### src/rtl/sap_cpu.sv
// sap_cpu: parametrised accumulator CPU with internal synchronous program/data RAM,
// carry/zero flags, run/pause control and an idle-time RAM load port.
module sap_cpu #(
  parameter int DATA_W = 8,
  parameter int ADDR_W = 4
) (
  input  logic              i_clk,
  input  logic              i_rst,
  input  logic              i_run,
  input  logic              i_prog_we,
  input  logic [ADDR_W-1:0] i_prog_addr,
  input  logic [DATA_W-1:0] i_prog_data,
  output logic [DATA_W-1:0] o_out,
  output logic              o_out_valid,
  output logic              o_halted,
  output logic              o_illegal,
  output logic [ADDR_W-1:0] o_pc
);
  localparam int DEPTH = 1 << ADDR_W;
  localparam logic [3:0] OP_NOP = 4'h0, OP_LDA = 4'h1, OP_ADD = 4'h2, OP_SUB = 4'h3,
                         OP_STA = 4'h4, OP_LDI = 4'h5, OP_JMP = 4'h6, OP_JC = 4'h7,
                         OP_JZ = 4'h8, OP_OUT = 4'he, OP_HLT = 4'hf;
  typedef enum logic [1:0] {T0, T1, T2, T3} stage_t;
  stage_t            stage_q, stage_d;
  logic [ADDR_W-1:0] pc_q, pc_d;
  logic [DATA_W-1:0] a_q, a_d, b_q, b_d, ir_q, ir_d, out_q, out_d;
  logic              c_q, c_d, z_q, z_d;
  logic              out_valid_q, out_valid_d, halted_q, halted_d, illegal_q, illegal_d;
  logic              run_q, run_d;
  logic [DATA_W-1:0] mem [DEPTH];
  logic [DATA_W-1:0] rdata_q;
  logic [3:0]        opcode;
  logic [ADDR_W-1:0] operand, raddr, waddr;
  logic [DATA_W-1:0] imm, wdata;
  logic [DATA_W:0]   alu;
  logic              prog_ok, ram_we;
  assign opcode  = ir_q[DATA_W-1 -: 4];
  assign operand = ir_q[ADDR_W-1:0];
  assign imm     = {4'b0, ir_q[DATA_W-5:0]};
  assign run_d   = i_run;
  // A load coinciding with the rising edge of i_run is still taken; the fetch waits one cycle.
  assign prog_ok = stage_q == T0 && i_prog_we && (!i_run || halted_q || !run_q);
  assign ram_we  = prog_ok || (stage_q == T2 && opcode == OP_STA);
  assign waddr   = prog_ok ? i_prog_addr : operand;
  assign wdata   = prog_ok ? i_prog_data : a_q;
  assign raddr   = stage_q == T0 ? pc_q : operand;
  assign alu     = opcode == OP_SUB ? {1'b0, a_q} + {1'b0, ~rdata_q} + (DATA_W+1)'(1)
                                    : {1'b0, a_q} + {1'b0, rdata_q};
  always_ff @(posedge i_clk) begin
    if (ram_we) mem[waddr] <= wdata;
    rdata_q <= mem[raddr];
  end
  always_comb begin
    stage_d     = stage_q;
    pc_d        = pc_q;
    a_d         = a_q;
    b_d         = b_q;
    ir_d        = ir_q;
    c_d         = c_q;
    z_d         = z_q;
    out_d       = out_q;
    out_valid_d = 1'b0;
    halted_d    = halted_q;
    illegal_d   = 1'b0;
    case (stage_q)
      T0: stage_d = (!halted_q && i_run && !prog_ok) ? T1 : T0;
      T1: begin
        ir_d    = rdata_q;
        pc_d    = pc_q + ADDR_W'(1);
        stage_d = T2;
      end
      T2: begin
        stage_d = T0;
        case (opcode)
          OP_NOP, OP_STA: ;
          OP_LDA, OP_ADD, OP_SUB: stage_d = T3;
          OP_LDI: a_d = imm;
          OP_JMP: pc_d = operand;
          OP_JC:  pc_d = c_q ? operand : pc_q;
          OP_JZ:  pc_d = z_q ? operand : pc_q;
          OP_OUT: begin
            out_d       = a_q;
            out_valid_d = 1'b1;
          end
          OP_HLT: halted_d = 1'b1;
          default: illegal_d = 1'b1;
        endcase
      end
      T3: begin
        stage_d = T0;
        if (opcode == OP_LDA) a_d = rdata_q;
        else begin
          b_d = rdata_q;
          a_d = alu[DATA_W-1:0];
          c_d = alu[DATA_W];
          z_d = alu[DATA_W-1:0] == '0;
        end
      end
    endcase
  end
  always_ff @(posedge i_clk or negedge i_rst)
    if (!i_rst) begin
      stage_q     <= T0;
      pc_q        <= '0;
      a_q         <= '0;
      b_q         <= '0;
      ir_q        <= '0;
      c_q         <= 1'b0;
      z_q         <= 1'b0;
      out_q       <= '0;
      out_valid_q <= 1'b0;
      halted_q    <= 1'b0;
      illegal_q   <= 1'b0;
      run_q       <= 1'b0;
    end else begin
      stage_q     <= stage_d;
      pc_q        <= pc_d;
      a_q         <= a_d;
      b_q         <= b_d;
      ir_q        <= ir_d;
      c_q         <= c_d;
      z_q         <= z_d;
      out_q       <= out_d;
      out_valid_q <= out_valid_d;
      halted_q    <= halted_d;
      illegal_q   <= illegal_d;
      run_q       <= run_d;
    end
  assign o_out       = out_q;
  assign o_out_valid = out_valid_q;
  assign o_halted    = halted_q;
  assign o_illegal   = illegal_q;
  assign o_pc        = pc_q;
endmodule
### config.mk
export PLATFORM = sky130hd
export DESIGN_NAME = sap_cpu
export DESIGN_NICKNAME = d
export VERILOG_FILES = /design/src/rtl/sap_cpu.sv
export SDC_FILE = /design/constraint.sdc
export NUM_CORES = 1
export LEC_CHECK = 0
export CAP_MARGIN = 5
export CORE_MARGIN = 8
export CORE_UTILIZATION = 45
export CTS_BUF_LIST = sky130_fd_sc_hd__clkbuf_4 sky130_fd_sc_hd__clkbuf_8 sky130_fd_sc_hd__clkbuf_16
export CTS_CLUSTER_DIAMETER = 30
export DETAILED_ROUTE_END_ITERATION = 10
export PLACE_DENSITY_LB_ADDON = 0.2
export SETUP_SLACK_MARGIN = 0.2
export SYNTH_ARGS = -nofsm -noshare
export SYNTH_HDL_FRONTEND = slang
export SYNTH_SLANG_ARGS = --single-unit
### constraint.sdc
create_clock -name i_clk -period 2.9 [get_ports i_clk]
set_input_delay 0.29 -clock i_clk [delete_from_list [all_inputs] [get_ports i_clk]]
set_output_delay 0.29 -clock i_clk [all_outputs]
set_load 0.005 [all_outputs]
==> flow_metrics.tcl, run 1 <==
set metrics [dict create \
    syn-num-nets 557 \
    period_share 0.8476 \
    drive_gt1_frac 0.2228 \
    grt_first_pass_wirelength_um 27660 \
    rsz0062_at_grt "no" \
    outcome "completed" \
    portBuffers 30 \
    synthFlopType "edfxtp_1" \
    root_buffer "clkbuf_16" \
    ys.warnings.count 0 \
    pwr_density_cell_nw_per_um2 1180 \
    setup_tns_ns 0 \
    use_met1 0.2161 \
    period_needed_ns 2.458 \
    internal_power_mw 6.727 \
    htreeDepth 4 \
    rr_worst_depth 8 \
    crit_fanout 32 \
    yosysTopAreaCellShare 0.4941 \
    cp.required_ns 3.19 \
    dr_total_vias 4541 \
    ioPinCount 31 \
    core_um2 17120 \
    synth_seq_cells 172 \
    finalPower_mw 10.72 \
    tritoncts "yes" \
    synth_top_area_cell "edfxtp_1" \
    synth_edf_count 128 \
    fin_nets 616 \
    setup_viol 0 \
    synth.yosys.seq_area_share 0.6305 \
    finClkSkew_ns 0.009198 \
    p_clk_frac 0.199 \
    synth_most_common_cell "edfxtp_1" \
    ir_drop_mv 0.5955 \
    dieArea_um2 21750 \
    routedWlPerCell_um 21.65 \
    start_util 0.4545 \
    grt_max_degree 37 \
    gp_congestion 0.8473 \
    die_w_um 147.5 \
    viasPerCell 5.585 \
    grt-ovfl-total 0 \
    clock_sinks 172 \
    hold_violations 0 \
    grt_pass1_vias 4739 \
    place_hpwl_um 12130 \
    antenna_found_initial 0 \
    drt_iter0_markers 345 \
    slew_headroom 0.4389 \
    first_pass_iters 5 \
    rr_endpoint "rdata_q[7]$_DFF_P_" \
    yosys-top-cells-count "edfxtp_1 (128), dfrtp_1 (36), mux4_2 (32), nor2_1 (32)" \
    cp.arrival_ns 2.75 \
    cp-endpoint "rdata_q[7]$_DFF_P_" \
    maxCapViolCount 0 \
    clockBufferDepth 2 \
    place_inst 781 \
    syn_avg_cell_area_um2 15.05 \
    grt_use_total 0.1702 \
    hold_ws_ns 0.3501 \
    netSwitchingPower_mw 3.991 \
    antenna_cells 0 \
    clock_latency_ns 0.42 \
    hold_path.class "in2reg" \
    switching_share 0.3724 \
    cp-end-kind "flop" \
    fmax_mhz 406.8 \
    grt_busiest_layer "met2" \
    worst-r2r-setup-slack_ns 0.44 \
    grt.met2_usage 0.2812 \
    final_cells 813 \
    crit_type "reg2reg" \
    area_growth_pct 16.79 \
    postRouteAntennaNets 0 \
    use_met3 0.03577 \
    crit_start "stage_q[0]$_DFF_PN0_" \
    startpoint_type "flop" \
    synth_area_leaders "edfxtp_1 (49%), dfrtp_1 (12%), mux4_2 (9.3%)" \
    netlist_area_um2 7779 \
    worstMarginPinSlew_ns 0.8417 \
    die_h_um 147.5 \
    rows 48 \
    reg2reg_from "stage_q[0]$_DFF_PN0_" \
    seq_power_share 0.348 \
    synth.distinct_cells 58 \
    combPwrFrac 0.453 \
    leakage_nw 3.294 \
    async_reset_ff_frac 0.2093 \
    wl_um 17600 \
    hold_path_depth 1 \
    drc 0 \
    synthCells 517 \
    final_max_slew_viol_count 0 \
    clk_pin_slew_ns 0.06 \
    cts_buffers 17 \
]
## metal layers
metal / vias to the layer above / routed length [µm]
li1: 2106 / -
met1: 2287 / 7718
met2: 123 / 8699
met3: 25 / 786
met4: 0 / 397
met5: - / 0
## flip-flops by register name, indices dropped and copies added, names as in the netlist
register	cells
o_out_valid	1
c_q	1
run_q	1
ir_q	8
o_illegal	1
mem	128
rdata_q	8
z_q	1
o_halted	1
o_pc	4
a_q	8
o_out	8
stage_q	2
## cells by family after synthesis
family                   share of synthesized area
flip-flops                                  0.6305
AND/OR/NAND/NOR                            0.07126
AO/OA/AOI/OAI                              0.07448
multiplexers                                0.1491
buffers and inverters                      0.02863
adder cells (fa/ha/maj)                    0.04053
XOR/XNOR                                  0.005470
## through the flow
| step | instance area, µm² | setup WS [ns] | util |
|---|---|---|---|
| detailed placement | 8519 | 0.2693 | 0.4977 |
| CTS | 9075 | 0.3170 | 0.5302 |
| global placement | 8519 | 0.3148 | 0.4977 |
| global route | 9085 | 0.2301 | 0.5308 |
| floorplan | 7779 | 0.2522 | - |
| finish | 9085 | 0.4420 | 0.5308 |
## power by group through the flow
stage | logic [mW] | registers, mW | clock network, mW
3_5_place_dp | 4.86 | 3.78 | 0
6_report | 4.85 | 3.73 | 2.14
4_1_cts | 4.89 | 3.73 | 2.17
3_3_place_gp | 4.80 | 3.77 | 0
5_1_grt | 5.32 | 3.78 | 2.26
2_1_floorplan | 3.47 | 3.57 | 0
## cell type report
cell class	instances	area, µm²
Clock inverter	13	112.6
Tap cell	225	281.5
Sequential cell	172	4905
Multi-Input combinational cell	297	2678
Inverter	23	86.33
Fill cell	1397	8031
Timing Repair Buffer	65	589.3
Clock buffer	18	432.9
## layout by cell type, fill, tap and decap left out, types with 23 or more instances in the layout
cell,instances
buf_4,31
a21oi_1,23
mux4_2,32
inv_1,23
nor2_1,32
clkdlybuf4s50_1,29
edfxtp_1,128
dfrtp_1,36
nand2_1,24
## worst max-delay path, stage by stage (launching register included)
cell and delay (ns):
dfrtp_1 0.41, inv_1 0.12, ha_2 0.26, mux2i_4 0.26, buf_12 0.29, mux4_2 0.53
nor2b_1 0.14, a211oi_1 0.25, a21oi_1 0.07
## how the worst min path moves through the flow
stage          start                   to  slack, ns
3_3_place_gp   i_rst  o_pc[1]$_DFFE_PN0P_       0.43
6_report       i_run      run_q$_DFF_PN0_       0.35
4_1_cts        i_run      run_q$_DFF_PN0_       0.33
2_1_floorplan  i_rst   a_q[0]$_DFFE_PN0P_     -0.006
3_5_place_dp   i_rst  o_pc[1]$_DFFE_PN0P_       0.44
5_1_grt        i_run      run_q$_DFF_PN0_       0.34
## what timing repair did
action | in CTS | in global routing
buffers inserted | 0 | 0
endpoints found under the hold margin | 24 | 0
endpoints found under the setup margin | 0 | 69
hold buffers | 1 | 0
gates resized for setup | 0 | 3
No activity file was read; power rests on OpenSTA's default activity.
==> run 2, diff against run 1 <==
Clock period 2.9 ns to 2.44 ns, I/O delays scaled along.
==> run 2 against run 1 <==
  * Worst setup slack got worse by 0.34 ns
  * Core utilization grew 6.0 points
  * Sequential cell count unchanged
  * Final cell count is 5.8% higher
  * Clock-buffer cell count up 1
  * Critical path depth up 1
  * Total power rose by 38%
  * Sequential power rose by 16%
  * Non-clock buffer count grew 47
  * Die area unchanged
  * Largest cell class unchanged
==> flow_metrics.tcl, run 2 (synthesized netlist as in run 1, its figures left out) <==
set metrics [dict create \
    antenna_found_initial 0 \
    drive_gt1_frac 0.3827 \
    core_um2 17120 \
    crit_fanout 8 \
    leakage_nw 3.685 \
    fin_nets 663 \
    grt_max_degree 37 \
    cp.arrival_ns 2.64 \
    period_share 0.9575 \
    portBuffers 30 \
    clk_pin_slew_ns 0.07 \
    final_max_slew_viol_count 0 \
    path_buf_inv 4 \
    clockBufferDepth 2 \
    max_stage_delay_ns 0.50 \
    n_fill_cell 1305 \
    dr_wl_met3_um 993 \
    drc 0 \
    pwr_density_cell_nw_per_um2 1466 \
    place_hpwl_um 12660 \
    clock_sinks 172 \
    wl_um 18810 \
    setup_viol 0 \
    rows 48 \
    grt_first_pass_wirelength_um 29100 \
    grt_use_total 0.1801 \
    cp_top_family "multiplexers" \
    routed.top_layer "met4" \
    htreeDepth 4 \
    antenna_cells 0 \
    die_w_um 147.5 \
    dieArea_um2 21750 \
    viasPerCell 5.631 \
    root_buffer "clkbuf_16" \
    start_util 0.4545 \
    hold_path.class "in2reg" \
    post-place-ws_ns -0.1665 \
    largest_reg_flops 128 \
    area_growth_pct 30.09 \
    finClkSkew_ns 0.007769 \
    fmax_mhz 428.0 \
    hold_violations 0 \
    maxCapViolCount 0 \
    grt_pass1_vias 4936 \
    cp_cell_sequence "inv_2 -> ha_4 -> mux2i_4 -> buf_12 -> buf_12 -> mux4_2 -> a211oi_2 -> buf_4 -> a21oi_1" \
    routedWlPerCell_um 21.87 \
    postRouteAntennaNets 0 \
    crit_top_cell "buf_12" \
    regMostFlops "mem" \
    drt_iter0_markers 395 \
    hold_ws_ns 0.2850 \
    startpoint_type "flop" \
    layout_commonest_cell "edfxtp_1" \
    outcome "completed" \
    wl_met1_um 7970 \
    wl_met2_um 9499 \
    cts_buffers 17 \
    cp.required_ns 2.74 \
    worstMarginPinSlew_ns 0.8456 \
    slew_headroom 0.4363 \
    crit_slowest_cell "mux4_2" \
    crit_type "reg2reg" \
    rsz0062_at_grt "yes" \
    tritoncts "yes" \
    cp-end-kind "flop" \
    grt-ovfl-total 0 \
    dr_total_vias 4843 \
    finalPower_mw 14.83 \
    ioPinCount 31 \
    final_cell_mix "edfxtp_1 (128), buf_4 (55), dfrtp_1 (35), mux4_2 (32), clkdlybuf4s50_1 (29)" \
    setup_slack_ns 0.1036 \
    first_pass_iters 5 \
    ir_drop_mv 0.6930 \
    die_h_um 147.5 \
    clock_latency_ns 0.43 \
    gp_congestion 0.8770 \
    period_needed_ns 2.336 \
]
-- run 2: path summary, 6_finish.rpt --
| kind | startpoint | end | slack [ns] | depth (start not counted) |
|---|---|---|---|---|
| worst max-delay path | stage_q[0]$_DFF_PN0_ | rdata_q[5]$_DFF_P_ | 0.10 | 9 |
| worst min-delay path | i_run | run_q$_DFF_PN0_ | 0.29 | 1 |
| worst max register to register | stage_q[0]$_DFF_PN0_ | rdata_q[5]$_DFF_P_ | 0.10 | 9 |
| worst min register to register | o_out[1]$_DFFE_PN0P_ | o_out[1]$_DFFE_PN0P_ | 0.51 | 1 |
| max in group asynchronous | i_rst | a_q[1]$_DFFE_PN0P_ | 1.39 | 2 |
| min in group asynchronous | i_rst | o_pc[2]$_DFFE_PN0P_ | 0.46 | 2 |
-- run 2: area by class of cell --
class                      count  area (µm²)  area share
clock buffer                  19       440.4     0.04352
clock inverter                12       113.9     0.01125
inverter                      23       86.33    0.008531
multi-input combinational    297        3133      0.3096
sequential                   172        4906      0.4848
tap                          225       281.5     0.02782
timing repair buffer         112        1159      0.1145
-- run 2: where the power goes --
| part | total [mW] | internal [mW] | switching, mW | leakage [nW] |
|---|---|---|---|---|
| Clock | 2.57 | 1.43 | 1.14 | 0.272 |
| Sequential | 4.31 | 3.92 | 0.385 | 1.69 |
| Combinational | 7.95 | 3.92 | 4.04 | 1.72 |
| Total | 14.8 | 9.28 | 5.56 | 3.68 |
-- run 2: timing repair --
action                                 CTS  global route
hold buffers                             1             0
pin swaps                                8            13
gates cloned                             1             0
setup endpoints to repair              234           191
setup buffers                            7            12
gates resized for setup                 32            48
endpoints found under the hold margin   36             0
-- run 2: metal layers --
| layer | vias up | global-route usage |
|---|---|---|
| li1 | 2202 | - |
| met1 | 2463 | 0.2289 |
| met2 | 151 | 0.2933 |
| met3 | 27 | 0.04066 |
| met4 | 0 | 0.07394 |
| met5 | - | 0 |
-- run 2: per-stage QoR --
| stage | util | cell area [µm²] | std cells | TNS (ns) |
|---|---|---|---|---|
| 6_report | 0.5912 | 10120 | 860 | 0 |
| 4_1_cts | 0.5724 | 9798 | 848 | 0 |
| 3_5_place_dp | 0.5253 | 8991 | 808 | -8.590 |
| 3_3_place_gp | 0.5253 | 8991 | 808 | -2.353 |
| 5_1_grt | 0.5912 | 10120 | 860 | 0 |
| 2_1_floorplan | - | 7981 | 517 | 0 |
-- run 2: worst reg2reg max path: stages, from the launching register on --
cell	delay, ns
dfrtp_1	0.39
inv_2	0.09
ha_4	0.18
mux2i_4	0.31
buf_12	0.20
buf_12	0.12
mux4_2	0.50
a211oi_2	0.22
buf_4	0.16
a21oi_1	0.05
==> run 3, diff against run 2 <==
Settings changed: CORE_UTILIZATION 45 to 30, SETUP_SLACK_MARGIN 0.2 to not set.
==> run 3 against run 2 <==
  * Routed wire length increased by 4.2%
  * Total power decreased by 3.3%
  * First-iteration DRC count increased by 28%
  * Critical path depth unchanged
  * Critical endpoint is now rdata_q[7]$_DFF_P_
  * Highest routed layer unchanged
==> flow_metrics.tcl, run 3 (synthesized netlist as in run 1, its figures left out) <==
set metrics [dict create \
    n_fill_cell 2380 \
    hold_path_depth 1 \
    rr_worst_depth 9 \
    grt_max_degree 37 \
    seq_area_um2 4905 \
    cts_buffers 17 \
    drive_gt1_frac 0.3126 \
    finClkSkew_ns 0.01257 \
    setup_viol 0 \
    drt_iter0_markers 507 \
    cp.required_ns 2.72 \
    max_stage_delay_ns 0.48 \
    area_growth_pct 26.12 \
    final_cells 962 \
    regMostFlops "mem" \
    leakage_nw 3.557 \
    final_cell_mix "edfxtp_1 (128), buf_4 (62), dfrtp_1 (36), mux4_2 (32), clkdlybuf4s50_1 (29)" \
    fin_nets 654 \
    drc 0 \
    antenna_found_initial 0 \
    finalPower_mw 14.34 \
    rr_endpoint "rdata_q[7]$_DFF_P_" \
    dr_total_vias 4745 \
    viasPerCell 4.932 \
    clock_sinks 172 \
    crit_slowest_cell "mux4_2" \
    grt_use_total 0.1272 \
    ir_drop_mv 0.5529 \
    postRouteAntennaNets 0 \
    slew_headroom 0.4060 \
    start_util 0.3019 \
    core_um2 25760 \
    clk_pin_slew_ns 0.07 \
    rows 59 \
    fmax_mhz 412.7 \
    root_buffer "clkbuf_16" \
    final_max_slew_viol_count 0 \
    place_hpwl_um 13950 \
    rsz0062_at_grt "yes" \
    clockBufferDepth 2 \
    period_needed_ns 2.423 \
    tritoncts "yes" \
    fin_util 0.3808 \
    worst-r2r-setup-slack_ns 0.02 \
    period_share 0.9931 \
    worstMarginPinSlew_ns 0.8909 \
    cp.arrival_ns 2.71 \
    largest_reg_flops 128 \
    reg2reg_from "stage_q[1]$_DFF_PN0_" \
    cp_cell_sequence "inv_2 -> ha_4 -> mux2i_4 -> buf_4 -> buf_12 -> mux4_2 -> nor2b_1 -> a211oi_4 -> a21oi_1" \
    gp_congestion 0.8342 \
    outcome "completed" \
    cp-end-kind "flop" \
    maxCapViolCount 0 \
    dieArea_um2 31340 \
    first_pass_iters 7 \
    ioPinCount 31 \
    grt_first_pass_wirelength_um 30000 \
    die_w_um 177.0 \
    wl_um 19600 \
    die_h_um 177.0 \
    crit_type "reg2reg" \
    pwr_density_cell_nw_per_um2 1462 \
    place_inst 921 \
    antenna_cells 0 \
    htreeDepth 4 \
    path_buf_inv 3 \
    multi_input_area_um2 2820 \
    routedWlPerCell_um 20.38 \
    cp_top_family "multiplexers" \
    clock_latency_ns 0.42 \
    startpoint_type "flop" \
    hold_violations 0 \
    layout_commonest_cell "edfxtp_1" \
    crit_fanout 5 \
    worstHoldStart "i_run" \
    min_to "run_q$_DFF_PN0_" \
    grt_pass1_vias 4904 \
    portBuffers 30 \
    grt-ovfl-total 0 \
    hold_path.class "in2reg" \
]
[run 3: changes by cell type in the layout (fill, tap and decap cells not counted), moves of 6 or more]
cell | before | now
nor2_4 | 11 | 1
nor2_1 | 20 | 26
ha_1 | 15 | 21
buf_12 | 15 | 4
buf_4 | 55 | 62
buf_6 | 10 | 2
[run 3: per-stage QoR]
step           worst slack [ns]  cell area [µm²]  hold slack, ns  setup TNS [ns]
2_1_floorplan           -0.2071             7804        -0.05159          -8.089
3_3_place_gp            -0.2393             8945          0.4132          -2.576
3_5_place_dp            -0.2074             8945          0.4096          -7.910
4_1_cts                 0.01638             9597          0.2844               0
5_1_grt                -0.03755             9811          0.3009         -0.4893
6_report                0.01685             9811          0.3025               0
[run 3: worst max-delay path by stage]
stage                         start              endpoint  slack [ns]  depth (start not counted)
3_3_place_gp   stage_q[0]$_DFF_PN0_    rdata_q[3]$_DFF_P_       -0.24                          8
3_5_place_dp   stage_q[0]$_DFF_PN0_    rdata_q[3]$_DFF_P_       -0.21                          8
2_1_floorplan  stage_q[1]$_DFF_PN0_  mem[10][0]$_DFFE_PP_       -0.21                          9
5_1_grt        stage_q[1]$_DFF_PN0_    rdata_q[5]$_DFF_P_       -0.04                          9
6_report       stage_q[1]$_DFF_PN0_    rdata_q[7]$_DFF_P_        0.02                          9
4_1_cts        stage_q[0]$_DFF_PN0_    rdata_q[7]$_DFF_P_        0.02                          8
[run 3: final cells by class]
class | instances | share of cell area
clock buffer | 17 | 0.04336
clock inverter | 15 | 0.01824
inverter | 23 | 0.008800
multi-input combinational | 297 | 0.2875
tap | 335 | 0.04272
sequential | 172 | 0.4999
timing repair buffer | 103 | 0.09948
[run 3: per-layer routing]
| metal | part of all wire | track usage | vias to the layer above | wire [µm] |
|---|---|---|---|---|
| met2 | 0.47 | 0.1972 | 129 | 9267 |
| li1 | - | - | 2175 | - |
| met4 | 0.022 | 0.04974 | 0 | 422 |
| met3 | 0.046 | 0.02475 | 21 | 896 |
| met5 | 0 | 0 | - | 0 |
| met1 | 0.46 | 0.1729 | 2420 | 9018 |
[run 3: report_power, final]
group	switching, mW	internal, mW
clock	1.19	1.55
sequential	0.384	3.92
combinational	3.78	3.50
total	5.36	8.98
[run 3: what timing repair did]
action / in CTS / in global routing
hold endpoints to repair: 36 / 0
buffers inserted: 0 / 5
hold buffers: 1 / 0
setup endpoints to repair: 40 / 147
resized for setup: 8 / 21
pin swaps: 2 / 10
cloned: 0 / 3
